--- config.mk ---
export PLATFORM = sky130hd
export DESIGN_NAME = mem_responder
export DESIGN_NICKNAME = d
export VERILOG_FILES = /design/src/rtl/mem_responder_pkg.sv /design/src/rtl/mem_array.sv /design/src/rtl/mem_responder.sv
export SDC_FILE = /design/constraint.sdc
export NUM_CORES = 1
export LEC_CHECK = 0
export ABC_AREA = 1
export CAP_MARGIN = 20
export CELL_PAD_IN_SITES_DETAIL_PLACEMENT = 0
export CELL_PAD_IN_SITES_GLOBAL_PLACEMENT = 1
export CORE_MARGIN = 2
export CORE_UTILIZATION = 28
export CTS_BUF_LIST = sky130_fd_sc_hd__clkbuf_8
export DETAILED_ROUTE_END_ITERATION = 10
export PLACE_DENSITY = 0.51
export SLEW_MARGIN = 20
export SYNTH_ARGS = -nofsm -noshare
export SYNTH_HDL_FRONTEND = slang
export SYNTH_SLANG_ARGS = --single-unit
--- constraint.sdc ---
create_clock -name Clock -period 13.8 [get_ports Clock]
set_input_delay 2.07 -clock Clock [delete_from_list [all_inputs] [get_ports Clock]]
set_output_delay 2.07 -clock Clock [all_outputs]
set_load 0.05 [all_outputs]
--- src/rtl/mem_responder_pkg.sv ---
// Shared types and helpers for the load/store memory responder.
package mem_responder_pkg;

    localparam int WORD_W = 16;

    typedef logic [WORD_W-1:0] word_t;

    typedef enum logic [1:0] {
        IDLE    = 2'd0,
        WAIT    = 2'd1,
        ACCESS  = 2'd2,
        RELEASE = 2'd3
    } state_e;

    typedef enum logic {
        OP_LOAD  = 1'b0,
        OP_STORE = 1'b1
    } op_e;

    // Full-width compare, so addresses above DEPTH never alias onto real words.
    function automatic logic addr_in_range(input word_t addr, input int unsigned depth);
        return ({16'h0000, addr} < depth);
    endfunction

endpackage

--- src/rtl/mem_array.sv ---
// DEPTHx16 register file: async reset to the preload image, synchronous write, combinational read.
module mem_array
    import mem_responder_pkg::*;
#(
    parameter int unsigned DEPTH        = 16,
    parameter int unsigned IDX_W        = 4,
    parameter int unsigned PRELOAD_ADDR = 3,
    parameter word_t       PRELOAD_VAL  = 16'h0004
)(
    input  logic             clk,
    input  logic             rst,
    input  logic             we,
    input  logic [IDX_W-1:0] wr_idx,
    input  word_t            wr_data,
    input  logic [IDX_W-1:0] rd_idx,
    output word_t            rd_data
);

    word_t mem_r [DEPTH];

    // Storage: reset image, then single write port.
    always_ff @(posedge clk or posedge rst) begin
        if (rst) begin
            for (int unsigned i = 0; i < DEPTH; i++) begin
                mem_r[i] <= (i == PRELOAD_ADDR) ? PRELOAD_VAL : 16'h0000;
            end
        end else if (we) begin
            mem_r[wr_idx] <= wr_data;
        end
    end

    assign rd_data = mem_r[rd_idx];

endmodule

--- src/rtl/mem_responder.sv ---
// Clocked load/store responder: request/ready handshake, programmable wait states, range check.
module mem_responder
    import mem_responder_pkg::*;
#(
    parameter int unsigned DEPTH        = 16,
    parameter int unsigned WAIT_STATES  = 0,
    parameter int unsigned PRELOAD_ADDR = 3,
    parameter logic [15:0] PRELOAD_VAL  = 16'h0004
)(
    input  logic        Clock,
    input  logic        Reset,
    input  logic [15:0] Addr,
    input  logic [15:0] WrData,
    input  logic        Store,
    input  logic        Load,
    output logic [15:0] RdData,
    output logic        Ready,
    output logic        Err
);

    // DEPTH must be at least 2 so the index has a non-zero width.
    localparam int unsigned IDX_W   = $clog2(DEPTH);
    localparam logic [3:0]  WS_LOAD = 4'(WAIT_STATES);

    state_e     state_r;
    logic [3:0] cnt_r;
    word_t      addr_r;
    word_t      wdata_r;
    op_e        op_r;
    word_t      rddata_r;
    logic       ready_r;
    logic       err_r;

    word_t      acc_addr_s;
    op_e        acc_op_s;
    logic       acc_hit_s;
    logic       go_access_s;
    logic       mem_we_s;
    word_t      mem_rdata_s;

    // Select the operation about to enter ACCESS: live inputs on a zero-wait accept, latches otherwise.
    always_comb begin
        acc_addr_s  = addr_r;
        acc_op_s    = op_r;
        go_access_s = 1'b0;
        if (state_r == IDLE) begin
            acc_addr_s  = Addr;
            acc_op_s    = Store ? OP_STORE : OP_LOAD;
            go_access_s = (Store || Load) && (WAIT_STATES == 32'd0);
        end else if (state_r == WAIT) begin
            go_access_s = (cnt_r == 4'd1);
        end else begin
            go_access_s = 1'b0;
        end
        acc_hit_s = addr_in_range(acc_addr_s, DEPTH);
        mem_we_s  = (state_r == ACCESS) && (op_r == OP_STORE) && addr_in_range(addr_r, DEPTH);
    end

    mem_array #(
        .DEPTH        (DEPTH),
        .IDX_W        (IDX_W),
        .PRELOAD_ADDR (PRELOAD_ADDR),
        .PRELOAD_VAL  (PRELOAD_VAL)
    ) u_mem (
        .clk     (Clock),
        .rst     (Reset),
        .we      (mem_we_s),
        .wr_idx  (addr_r[IDX_W-1:0]),
        .wr_data (wdata_r),
        .rd_idx  (acc_addr_s[IDX_W-1:0]),
        .rd_data (mem_rdata_s)
    );

    // Handshake FSM with request latches, wait counter and registered outputs.
    always_ff @(posedge Clock or posedge Reset) begin
        if (Reset) begin
            state_r  <= IDLE;
            cnt_r    <= 4'd0;
            addr_r   <= 16'h0000;
            wdata_r  <= 16'h0000;
            op_r     <= OP_LOAD;
            rddata_r <= 16'h0000;
            ready_r  <= 1'b0;
            err_r    <= 1'b0;
        end else begin
            // Ready and Err are high only for the single cycle spent in ACCESS.
            ready_r <= go_access_s;
            err_r   <= go_access_s && !acc_hit_s;
            if (go_access_s && (acc_op_s == OP_LOAD)) begin
                rddata_r <= acc_hit_s ? mem_rdata_s : 16'h0000;
            end
            case (state_r)
                IDLE: begin
                    if (Store || Load) begin
                        addr_r  <= Addr;
                        wdata_r <= WrData;
                        op_r    <= acc_op_s;
                        cnt_r   <= WS_LOAD;
                        state_r <= (WAIT_STATES == 32'd0) ? ACCESS : WAIT;
                    end
                end
                WAIT: begin
                    cnt_r <= cnt_r - 4'd1;
                    if (cnt_r == 4'd1) begin
                        state_r <= ACCESS;
                    end
                end
                ACCESS: begin
                    state_r <= RELEASE;
                end
                RELEASE: begin
                    if (!Store && !Load) begin
                        state_r <= IDLE;
                    end
                end
                default: begin
                    state_r <= IDLE;
                end
            endcase
        end
    end

    assign RdData = rddata_r;
    assign Ready  = ready_r;
    assign Err    = err_r;

endmodule

# After elaboration in Yosys (flattened, before gate mapping)
# Index checks and enable logic that the tools add are counted.
# Widths: inputs -> output; s select.
# classes
add_sub_neg	1
order_cmp	5
n_eq_ne	7
muxes	18
bitwise_logic	3
reduce_logical	15
# ops
op	count
$bwmux 256	1
$mux 16	5
$bmux 16 s4	1
$demux 16 s4	1
$lt 16x5->1 const B	2
$ge 5x5->1 const B	2
$not 4->5	2
$pmux 2 s4	1
$pmux 4 s2	1
$logic_and 1x1->1	6
$mux 2	3
$lt 5x1->1 const B	1
$eq 2x2->1 const B	2
$eq 4x1->1 const B	1
$mux 1	4
$mux 4	1
$ne 2x1->1 const B	2
$reduce_and 2->1	2
$sub 4x1->4 const B	1
$logic_not 1->1	3
$reduce_and 3->1	1
$eq 2x1->1 const B	1
$logic_not 2->1	1
$ne 2x2->1 const B	1
other kinds (3)	3
# word_totals
regBits	313
input_bits	36
out_inout_bits	18
word_cells	73

# Depth between registers and ports, before layout
# Gate-level depths: netlist of the first run.
# depth
ltp_word	7
depth_mapped	12
ltp_nobuf	11

# Cells and area by module
# A second synthesis of the first run with hierarchy kept.
# hier_totals
hier_cells	1987
area_unflattened_um2	14948.1
# by_module_without_submodules
module	instances	cells_per_inst	area_each_um2	seq_area_each_um2
mem_array	1	1670	12368.1	6407.4
mem_responder	1	317	2580.0	1426.4

# Worst setup path after synthesis of the first run
# Ideal clock, no wire load.
# synth_timing
kind	input-to-reg
start	input Load
end	register rddata_r[0] (netlist: RdData[0])
setup_time_ns	0.066
arrival_ns	3.208
t_required_ns	13.734
slack_ns	10.526
path_stages	9
path_cell_list	nor2_1 nor2_2 inv_2 o21ai_2 o211ai_2 a21oi_2 buf_4 nand3_1 nand2_1
# synth_between
elab_chain_cells	3
# synth_rtl
element	line	rtl
start, declared	mem_responder.sv:15	input logic Load,
$logic_or 1x1->1	mem_responder.sv:49	go_access_s = (Store || Load) && (WAIT_STATES == 32'd0);
$mux 1	mem_responder.sv:46	if (state_r == IDLE) begin
named net go_access_s	mem_responder.sv:37	logic go_access_s;
$logic_and 1x1->1	mem_responder.sv:89	if (go_access_s && (acc_op_s == OP_LOAD)) begin
end signal, assigned	mem_responder.sv:90	rddata_r <= acc_hit_s ? mem_rdata_s : 16'h0000;
end, declared	mem_responder.sv:30	word_t rddata_r;
# The timed path passes the listed nets, and every way through them passes these cells.
# A chain may end at the register's enable or synchronous reset.

# Worst setup path in the final report of the first run
# layout_timing
start	input Addr[0]
end	register rddata_r[5] (netlist: RdData[5])
# layout_between
elab_chain_cells	6
# layout_rtl
element	line	rtl
start, declared	mem_responder.sv:12	input logic [15:0] Addr,
$mux 16 (*)	mem_responder.sv:46	
branches (longest 4 deep; another with $lt 16x5->1)	-	
$mux 16 (*)	mem_responder.sv:90	
# Mark *: on every way between the ends. The select of a mux whose other input is x is not followed.

==> metrics.txt, run 1 <==
status=finished, final reports clean; Via density=4.60; unrepaired setup endpoints after global routing=false; area leader, netlist=dfrtp_1; Mapped Nets=1974; final hold slack=472 ps; most common cell in the netlist=nand2_1; Final Hold Vio Count=0; Placer Congestion=0.703; worst endpoint data arrival time=5150 ps; CP max FO=80; Worst setup EP type=register; Synth Instances=1936; Synth Area in Compound Gates=9.53%; CP dominant cell by count=nand3_1; setup bufs post-CTS=0; post-synthesis sequential area ratio=52.4%; pin count of the biggest net entering global routing=112; Inserted Clock Buffers=61; clk buf depth=3; min Tclk post-route=4560 ps; CP Launch Type=primary input; overflow left after global routing=0; Max Cap Viol=0; CTS root buffer=clkbuf_8; Ports=54; largest delay contributor family on the critical path=simple AND/OR/NAND/NOR gates; worst slew pin tran=1080 ps; Slowest-stage cell, CP=buf_4; TritonRoute pass-1 iters=5; xor-xnor portion of the synthesized cell area=0.0586%; core area=52700 sq um; Final Cycle Share=33.0%; ys async rst share=100%; placed cell count=2571; Starting DRT DRC Count=918; worst skew pair latency=650 ps; multiplexer share of the synthesized area=0%; Power Density=174 nW/um^2; gr usage total=18.4%; Post-synth EDFFs=0; max-slew violations=0; post-synth top area share=52.2%; port bufs=53; H-tree levels=2; vias in the first global route=12479; Synth Area in Adders=0.167%; Worst path max stage delay=860 ps; dominant synthesized flop cell=dfrtp_1; Die W=235 um; maximum vdd drop=184 uV; # setup viols final=0; worst clock skew=19.5 ps; ANT cells=0; Die H=235 um; placed wire-length estimate=27300 um; flop and latch count out of synthesis=313; Mapped Area=15000 sq um; synth cell count leaders=628 x nand2_1, 312 x dfrtp_1, 273 x inv_1, 262 x nand3_1, 189 x o21ai_1; layout cells sized above 1=7.61%; DR WL/cell=18.5 um; Fmax=219 MHz; first-pass GRT wire length=77800 um; Final ANT Viol Nets=0; area grow syn2layout=15.5%; num rows=84; DRC viols=0; dominant cells by area after synthesis=dfrtp_1 52%, nand2_1 16%, nand3_1 8.8%; largest family of logic cells by synthesized area=simple AND/OR/NAND/NOR gates; Relative slew margins=28.2%; post-synthesis area per instance=7.72 sq um; Non-Filler Instances=2671; post-cts sizing count=0; hold buffer count at cts=0; clock-pin slew on the worst setup and hold paths=60 ps; CP Class=in -> reg; initial antenna violation count=2; drt total wl=49500 um; CTS tree=done; crit path cell chain=clkdlybuf4s50_1, inv_1, nand2_2, nand2_4, buf_4, nand2_1, nand3_1, nand3_1, nand3_1, nand3_1, nand2_1; Yosys warning total=0; Synth Area in Simple Gates=26.9%; Netlist cell types=34; Initial Util=28.4%; Min-Delay Path Class=reg -> reg; Buffers & Inverters on Critical Path=3; Req. time, crit path=14390 ps; via count=12279; clk sinks=313; Die ar.=55300 sq um; leakage=7.60 nW; nets@finish=1984; Setup TNS=0 ps
[worst paths after layout]
path / end / startpoint / slack [ps] / cells past startpoint
max in group asynchronous: u_mem.mem_r[150] / Reset / 9670 / 4
max: RdData[5] / Addr[0] / 9240 / 11
min reg2reg: addr_r[11] / addr_r[11] / 470 / 2
max reg2reg: RdData[5] / state_r[0] / 10360 / 10
min in group asynchronous: addr_r[15] / Reset / 1950 / 2
min: addr_r[11] / addr_r[11] / 470 / 2
[layer usage]
metal | vias up | part of all wire (%) | global-route usage [%]
li1 | 6081 | - | -
met1 | 5874 | 48 | 25.5
met2 | 250 | 46 | 29.8
met3 | 74 | 4.2 | 2.80
met4 | 0 | 2.0 | 4.91
met5 | - | 0 | 0
[logic make-up (layout without fill, tap and decap cells)]
logic type,after synthesis,after routing
AND/OR/NAND/NOR,928,928
buffers and inverters,413,460
XOR/XNOR,1,1
adder cells (fa/ha/maj),2,2
flip-flops,313,313
AO/OA/AOI/OAI,279,279
[registers in the layout (all words and copies together), names as in the netlist]
| register | count |
|---|---|
| Ready | 1 |
| op_r | 1 |
| addr_r | 16 |
| state_r | 2 |
| cnt_r | 4 |
| RdData | 16 |
| u_mem.mem_r | 256 |
| wdata_r | 16 |
| Err | 1 |
[area by class of cell]
type | count | area, sq um
fillers | 5567 | 35400
flip-flops and latches | 313 | 7830
multi-input cells | 1210 | 5580
clock buffers | 79 | 1090
inverters | 277 | 1050
well taps | 688 | 861
repair buffers | 83 | 776
clock inverters | 21 | 83.8
[worst min-delay path, delay by kind of cell, from the launching register on]
kind / cells / cell delay (ps)
DFF: 1 / 340
and+or+nand+nor: 2 / 100
[cells in the final DEF (no fill, tap or decap)]
cell type	Yosys	final
nand2_4	0	1
o21ai_1	189	186
nand2_8	0	1
o21ai_4	0	3
clkdlybuf4s50_1	0	53
inv_1	273	289
nor4_1	2	2
a21boi_0	1	1
nor2_1	8	8
nor3_4	10	16
nand2_1	628	626
nor2_4	1	2
dfstp_2	1	1
a21oi_2	1	1
ha_1	2	2
o211ai_2	1	1
nand2_2	3	3
clkbuf_8	0	79
o21ai_0	81	81
xnor2_1	1	1
buf_16	0	1
inv_8	0	1
inv_2	4	4
buf_4	2	29
dfrtp_1	312	312
clkinv_2	0	4
a31oi_1	1	1
nor4_2	1	1
nand3_1	262	262
o32ai_1	1	1
nand4_2	1	1
nor3_1	3	3
and3_1	1	1
o22ai_1	2	2
o21ai_2	2	2
nand4_1	1	1
[metrics by stage]
step | setup slack [ps] | total power, W | utilization [%] | cell area (sq um)
after global routing | 8950 | 0.00321 | 32.8 | 17300
after detailed placement | 8520 | 0.00214 | 30.6 | 16100
final | 9240 | 0.00301 | 32.8 | 17300
after floorplan | 3070 | 0.00175 | - | 15000
after global placement | 8570 | 0.00214 | 30.5 | 16100
after CTS | 9230 | 0.00308 | 32.8 | 17300
[report_power, final]
part           internal [W]  switching (W)
clock              0.000502       0.000410
sequential         0.000978       0.000167
combinational      0.000246       0.000709
total               0.00173        0.00129
No activity file was read; power rests on OpenSTA's default activity.
==> inputs of run 2 (changes only) <==
Settings changed: PLACE_DENSITY 0.51 to 0.53.
Clock period 13.8 ns to 4 ns, I/O delays scaled along.
==> run 2 against run 1 <==
Against the previous run:
- non-clock buffer count is 10 higher
- utilization is 0.22 points higher
- largest cell class unchanged
- critical path depth is 2 lower
- sequential share of layout area is 0.30 points lower
- critical path type is now reg -> reg
==> metrics.txt, run 2 (synthesized netlist as in run 1, its figures left out) <==
commonest non-fill, non-tap cells in the layout=626 x nand2_1, 312 x dfrtp_1, 300 x inv_1; Worst setup EP type=register; worst skew pair latency=650 ps (about the same); Via density=4.57 (-0.54%); Power, Total=0.0104 W (+250%); vias in the first global route=12356 (-0.99%); Setup TNS=0 ps (unchanged); CP Depth=9 (-2); leakage=7.68 nW (+1.1%); met3 wire length=1940 um (-6.6%); num rows=84 (unchanged); via count=12272 (-0.057%); commonest non-fill, non-tap cell in the layout=nand2_1; placed cell count=2581 (+0.39%); CTS root buffer=clkbuf_8; highest routed layer=met4; Die W=235 um (unchanged); hold buffer count at cts=0 (unchanged); Req. time, crit path=4570 ps (-9820 ps); worst hold path cell count=2 (unchanged); Die H=235 um (unchanged); first-pass GRT wire length=77700 um (-0.17%); # setup viols final=0 (unchanged); Power Density=599 nW/um^2 (+240%); sw frac=42.9% (+0.25 points); worst r2r path cells=9 (-1); layout cells sized above 1=7.67% (+0.051 points); max FFs per register=256 (unchanged); setup bufs post-CTS=0 (unchanged); Final Hold Vio Count=0 (unchanged); Initial Util=28.4% (unchanged); overflow left after global routing=0 (unchanged); # fillers=5517 (-0.90%); Max Cap Viol=0 (unchanged); port bufs=53 (unchanged); largest delay contributor family on the critical path=simple AND/OR/NAND/NOR gates; fin util=33.0% (+0.22 points); nets@finish=1993 (+0.45%); clk sinks=313 (unchanged); Buffers & Inverters on Critical Path=2 (-1); CP Launch Type=register; CP Class=reg -> reg; area grow syn2layout=16.3%; met1 wire length=25400 um (+7.3%); max-slew violations=0 (unchanged); clk buf depth=3 (unchanged); Slowest-stage cell, CP=nand4_2; Fmax=361 MHz; crit path cell chain=nor2_1, nand2_1, nor2_1, nand4_2, buf_4, nor3_4, buf_12, nand2_1, o21ai_1; Worst path max stage delay=600 ps (-260 ps); Met2 Wirelength=21600 um (-5.0%); CP max FO=26 (-68%); Ports=54 (unchanged); H-tree levels=2 (unchanged); Min-Delay Path Class=reg -> reg; Inserted Clock Buffers=60 (-1.6%); DR WL/cell=18.7 um (+0.73%); unrepaired setup endpoints after global routing=false; post-cts sizing count=0 (unchanged); Final ANT Viol Nets=0 (unchanged); maximum vdd drop=338 uV (+83%); Relative slew margins=32.9% (+4.7 points); Final Cycle Share=69.2%; TritonRoute pass-1 iters=5 (unchanged); worst clock skew=23.0 ps (+3.44 ps); sequential fraction of design power=37.8% (-0.2 points); worst slew pin tran=1010 ps (-70.2 ps); Die ar.=55300 sq um (unchanged); multi-input combinational cell area=5570 sq um (-0.16%); worst endpoint data arrival time=3340 ps (-1810 ps); cell internal pwr=0.00594 W (+240%); drt total wl=50100 um (+1.2%); DRC viols=0 (unchanged); final hold slack=474 ps (+1.77 ps); placed wire-length estimate=28200 um (+3.4%); status=finished, final reports clean; Placer Congestion=0.734 (+4.4%); Starting DRT DRC Count=866 (-5.7%); CTS tree=done; pin count of the biggest net entering global routing=71 (-37%); core area=52700 sq um (unchanged); ANT cells=0 (unchanged); Non-Filler Instances=2684 (+0.49%); combinational group share of total power=33.1% (+1.4 points); clock-pin slew on the worst setup and hold paths=50 ps (about the same); Reg area=7830 sq um (unchanged); gr usage total=18.4% (about the same); clock network power share=29.1% (-1.2 points); initial antenna violation count=0 (-2); sw power=0.00447 W (+250%); min Tclk post-route=2770 ps; Top reg by flops=u_mem.mem_r
==> run 2: power groups by stage <==
stage	clock network, W	registers (W)	logic, W
after floorplan	0	0.00356	0.00246
after global placement	0	0.00400	0.00351
after detailed placement	0	0.00400	0.00351
after CTS	0.00315	0.00395	0.00352
after global routing	0.00328	0.00400	0.00381
final	0.00303	0.00394	0.00345
==> run 2: final timing paths <==
path                       startpoint          endpoint  slack (ps)
max                        addr_r[14]  u_mem.mem_r[117]        1230
min                         addr_r[8]         addr_r[8]         470
max reg2reg                addr_r[14]  u_mem.mem_r[117]        1230
min reg2reg                 addr_r[8]         addr_r[8]         470
max in group asynchronous       Reset        RdData[11]        2590
min in group asynchronous       Reset   u_mem.mem_r[42]         510
==> run 2: worst reg2reg max path, stage by stage, from the launching register on <==
cell     delay (ps)
dfrtp_1         380
nor2_1          110
nand2_1          90
nor2_1          200
nand4_2         600
buf_4           450
nor3_4          420
buf_12          270
nand2_1          90
o21ai_1         100
==> run 2: routing by layer <==
layer / track usage [%] / vias to the layer above
li1: - / 6107
met1: 27.0 / 5856
met2: 27.8 / 234
met3: 2.67 / 75
met4: 5.47 / 0
met5: 0 / -
==> run 2: layout make-up <==
type | count | share of cell area (%)
Clock buffer | 73 | 5.78
Clock inverter | 30 | 0.662
Inverter | 277 | 6.00
Multi-Input combinational cell | 1210 | 32.1
Sequential cell | 313 | 45.1
Tap cell | 688 | 4.95
Timing Repair Buffer | 93 | 5.50
==> run 2: stage by stage <==
stage / cell area (sq um) / setup WS, ps
after floorplan: 15000 / -768
after global placement: 16300 / 1120
after detailed placement: 16300 / 1120
after CTS: 17400 / 1170
after global routing: 17400 / 1020
final: 17400 / 1230
==> inputs of run 3 (changes only) <==
Clock period 4 ns to 2.45 ns, I/O delays scaled along.
==> run 3 against run 2 <==
Against the previous run:
- final cell count is 1.1% higher
- routed wire length is 0.68% higher
- register-to-register slack worse by 880 ps
- first-iteration DRC count is 4.6% higher
- via count is 1.3% higher
- critical path depth is 8 lower
- critical path type is now reg -> out
==> metrics.txt, run 3 (synthesized netlist as in run 1, its figures left out) <==
status=finished, final reports clean; Worst setup EP type=output pin; CTS root buffer=clkbuf_8; maximum vdd drop=489 uV (+45%); placed inst area=16700 sq um (+2.7%); clk buf depth=3 (unchanged); Relative slew margins=46.9% (+14 points); Die H=235 um (unchanged); commonest non-fill, non-tap cell in the layout=nand2_1; Via density=4.58 (+0.18%); cell internal pwr=0.0103 W (+74%); initial antenna violation count=1 (+1); Max Cap Viol=0 (unchanged); crit path cell chain=clkdlybuf4s50_1; Fmax=427 MHz; Req. time, crit path=2080 ps (-2490 ps); Buffers & Inverters on Critical Path=1 (-1); Design Area, Final=17900 sq um (+2.9%); clk sinks=313 (unchanged); combinational group share of total power=35.0% (+1.9 points); sequential fraction of design power=36.3% (-1.5 points); worst r2r path cells=9 (unchanged); worst clock skew=25.8 ps (+2.88 ps); layout cells sized above 1=9.23% (+1.6 points); min Tclk post-route=2340 ps; CTS tree=done; Die ar.=55300 sq um (unchanged); leakage=7.91 nW (+3.0%); placed wire-length estimate=30300 um (+7.4%); sw power=0.00746 W (+67%); # setup viols final=0 (unchanged); CP max FO=2 (-92%); nets@finish=2019 (+1.3%); largest delay contributor family on the critical path=buffers and inverters; area grow syn2layout=19.6%; max FFs per register=256 (unchanged); Starting DRT DRC Count=906 (+4.6%); commonest non-fill, non-tap cells in the layout=626 x nand2_1, 312 x dfrtp_1, 294 x inv_1; worst endpoint data arrival time=1970 ps (-1370 ps); reg2reg end=RdData[11]; # fillers=5536 (+0.34%); Slowest-stage cell, CP=clkdlybuf4s50_1; vias in the first global route=12479 (+1.0%); ANT cells=0 (unchanged); sw frac=41.9% (-1.0 points); Worst path max stage delay=860 ps (+260 ps); R2R Setup Slk=350 ps (-880 ps); Final ANT Viol Nets=0 (unchanged); worst hold path cell count=3 (+1); Die W=235 um (unchanged); first-pass GRT wire length=78900 um (+1.6%); Initial Util=28.4% (unchanged); unrepaired setup endpoints after global routing=false; DR WL/cell=18.6 um (-0.40%); Inserted Clock Buffers=58 (-3.3%); overflow left after global routing=0 (unchanged); Placer Congestion=0.747 (+1.8%); core area=52700 sq um (unchanged); clock network power share=28.7% (-0.4 points); drt total wl=50400 um (+0.68%); DRC viols=0 (unchanged); worst skew pair latency=660 ps (about the same); R2R Path Start=state_r[0]; pin count of the biggest net entering global routing=80 (+13%); TritonRoute pass-1 iters=5 (unchanged); CP Launch Type=register; max-slew violations=0 (unchanged); hold wc startpoint=WrData[14]; clock-pin slew on the worst setup and hold paths=60 ps (about the same); Top reg by flops=u_mem.mem_r; Min-Delay Path Class=in -> reg; port bufs=53 (unchanged); Hold Path Sink=wdata_r[14]; gr usage total=18.6% (+0.28 points); Final Hold Vio Count=0 (unchanged); via count=12427 (+1.3%); num rows=84 (unchanged); CP Class=reg -> out; H-tree levels=2 (unchanged); Ports=54 (unchanged); worst slew pin tran=797 ps (-209 ps); Setup TNS=0 ps (unchanged); Power Density=994 nW/um^2 (+66%); Final Cycle Share=95.5%
==> run 3: power by group through the flow <==
| stage | registers [W] | clock network [W] | logic, W |
|---|---|---|---|
| 2_1_floorplan | 0.00582 | 0 | 0.00402 |
| 3_3_place_gp | 0.00657 | 0 | 0.00628 |
| 3_5_place_dp | 0.00657 | 0 | 0.00629 |
| 4_1_cts | 0.00648 | 0.00533 | 0.00631 |
| 5_1_grt | 0.00655 | 0.00557 | 0.00683 |
| 6_report | 0.00645 | 0.00511 | 0.00622 |
==> run 3: layout make-up <==
cell class | instances | area [sq um] | share of cell area (%)
Clock buffer | 73 | 1000 | 5.62
Clock inverter | 31 | 161 | 0.902
Inverter | 277 | 1040 | 5.83
Multi-Input combinational cell | 1210 | 5570 | 31.2
Sequential cell | 313 | 7830 | 43.8
Tap cell | 688 | 861 | 4.81
Timing Repair Buffer | 121 | 1410 | 7.88
==> run 3: worst max path at each step <==
| stage | startpoint | to | slack (ps) | depth (start not counted) |
|---|---|---|---|---|
| global route | RdData[0] | RdData[0] | 30 | 1 |
| floorplan | Reset | Err | -2090 | 1 |
| detailed placement | Addr[0] | RdData[4] | 270 | 11 |
| global placement | Addr[0] | RdData[4] | 290 | 11 |
| CTS | RdData[2] | RdData[2] | 4 | 1 |
| finish | RdData[0] | RdData[0] | 110 | 1 |
==> run 3: stage by stage <==
step           worst slack, ps  total power (W)  utilization [%]  cells  hold WS (ps)
2_1_floorplan            -2090          0.00984                -   1936           443
3_3_place_gp               291           0.0128             31.7   2608           457
3_5_place_dp               266           0.0129             31.7   2608           461
4_1_cts                   3.77           0.0181             34.0   2713           193
5_1_grt                   33.6           0.0190             34.0   2713           227
6_report                   110           0.0178             34.0   2713           245
==> run 3: repair_timing <==
item | 4_1_cts | 5_1_grt
gates resized for setup | 0 | 1
hold endpoints to repair | 5 | 0
endpoints found under the setup margin | 0 | 1
setup buffers | 0 | 0
hold buffers | 1 | 0
==> run 3: metal layers <==
metal	up-vias	wire, um	global-route usage (%)
met4	0	1040	5.20
met2	235	22700	29.4
met5	-	0	0
li1	6165	-	-
met3	59	2180	3.00
met1	5968	24500	26.4
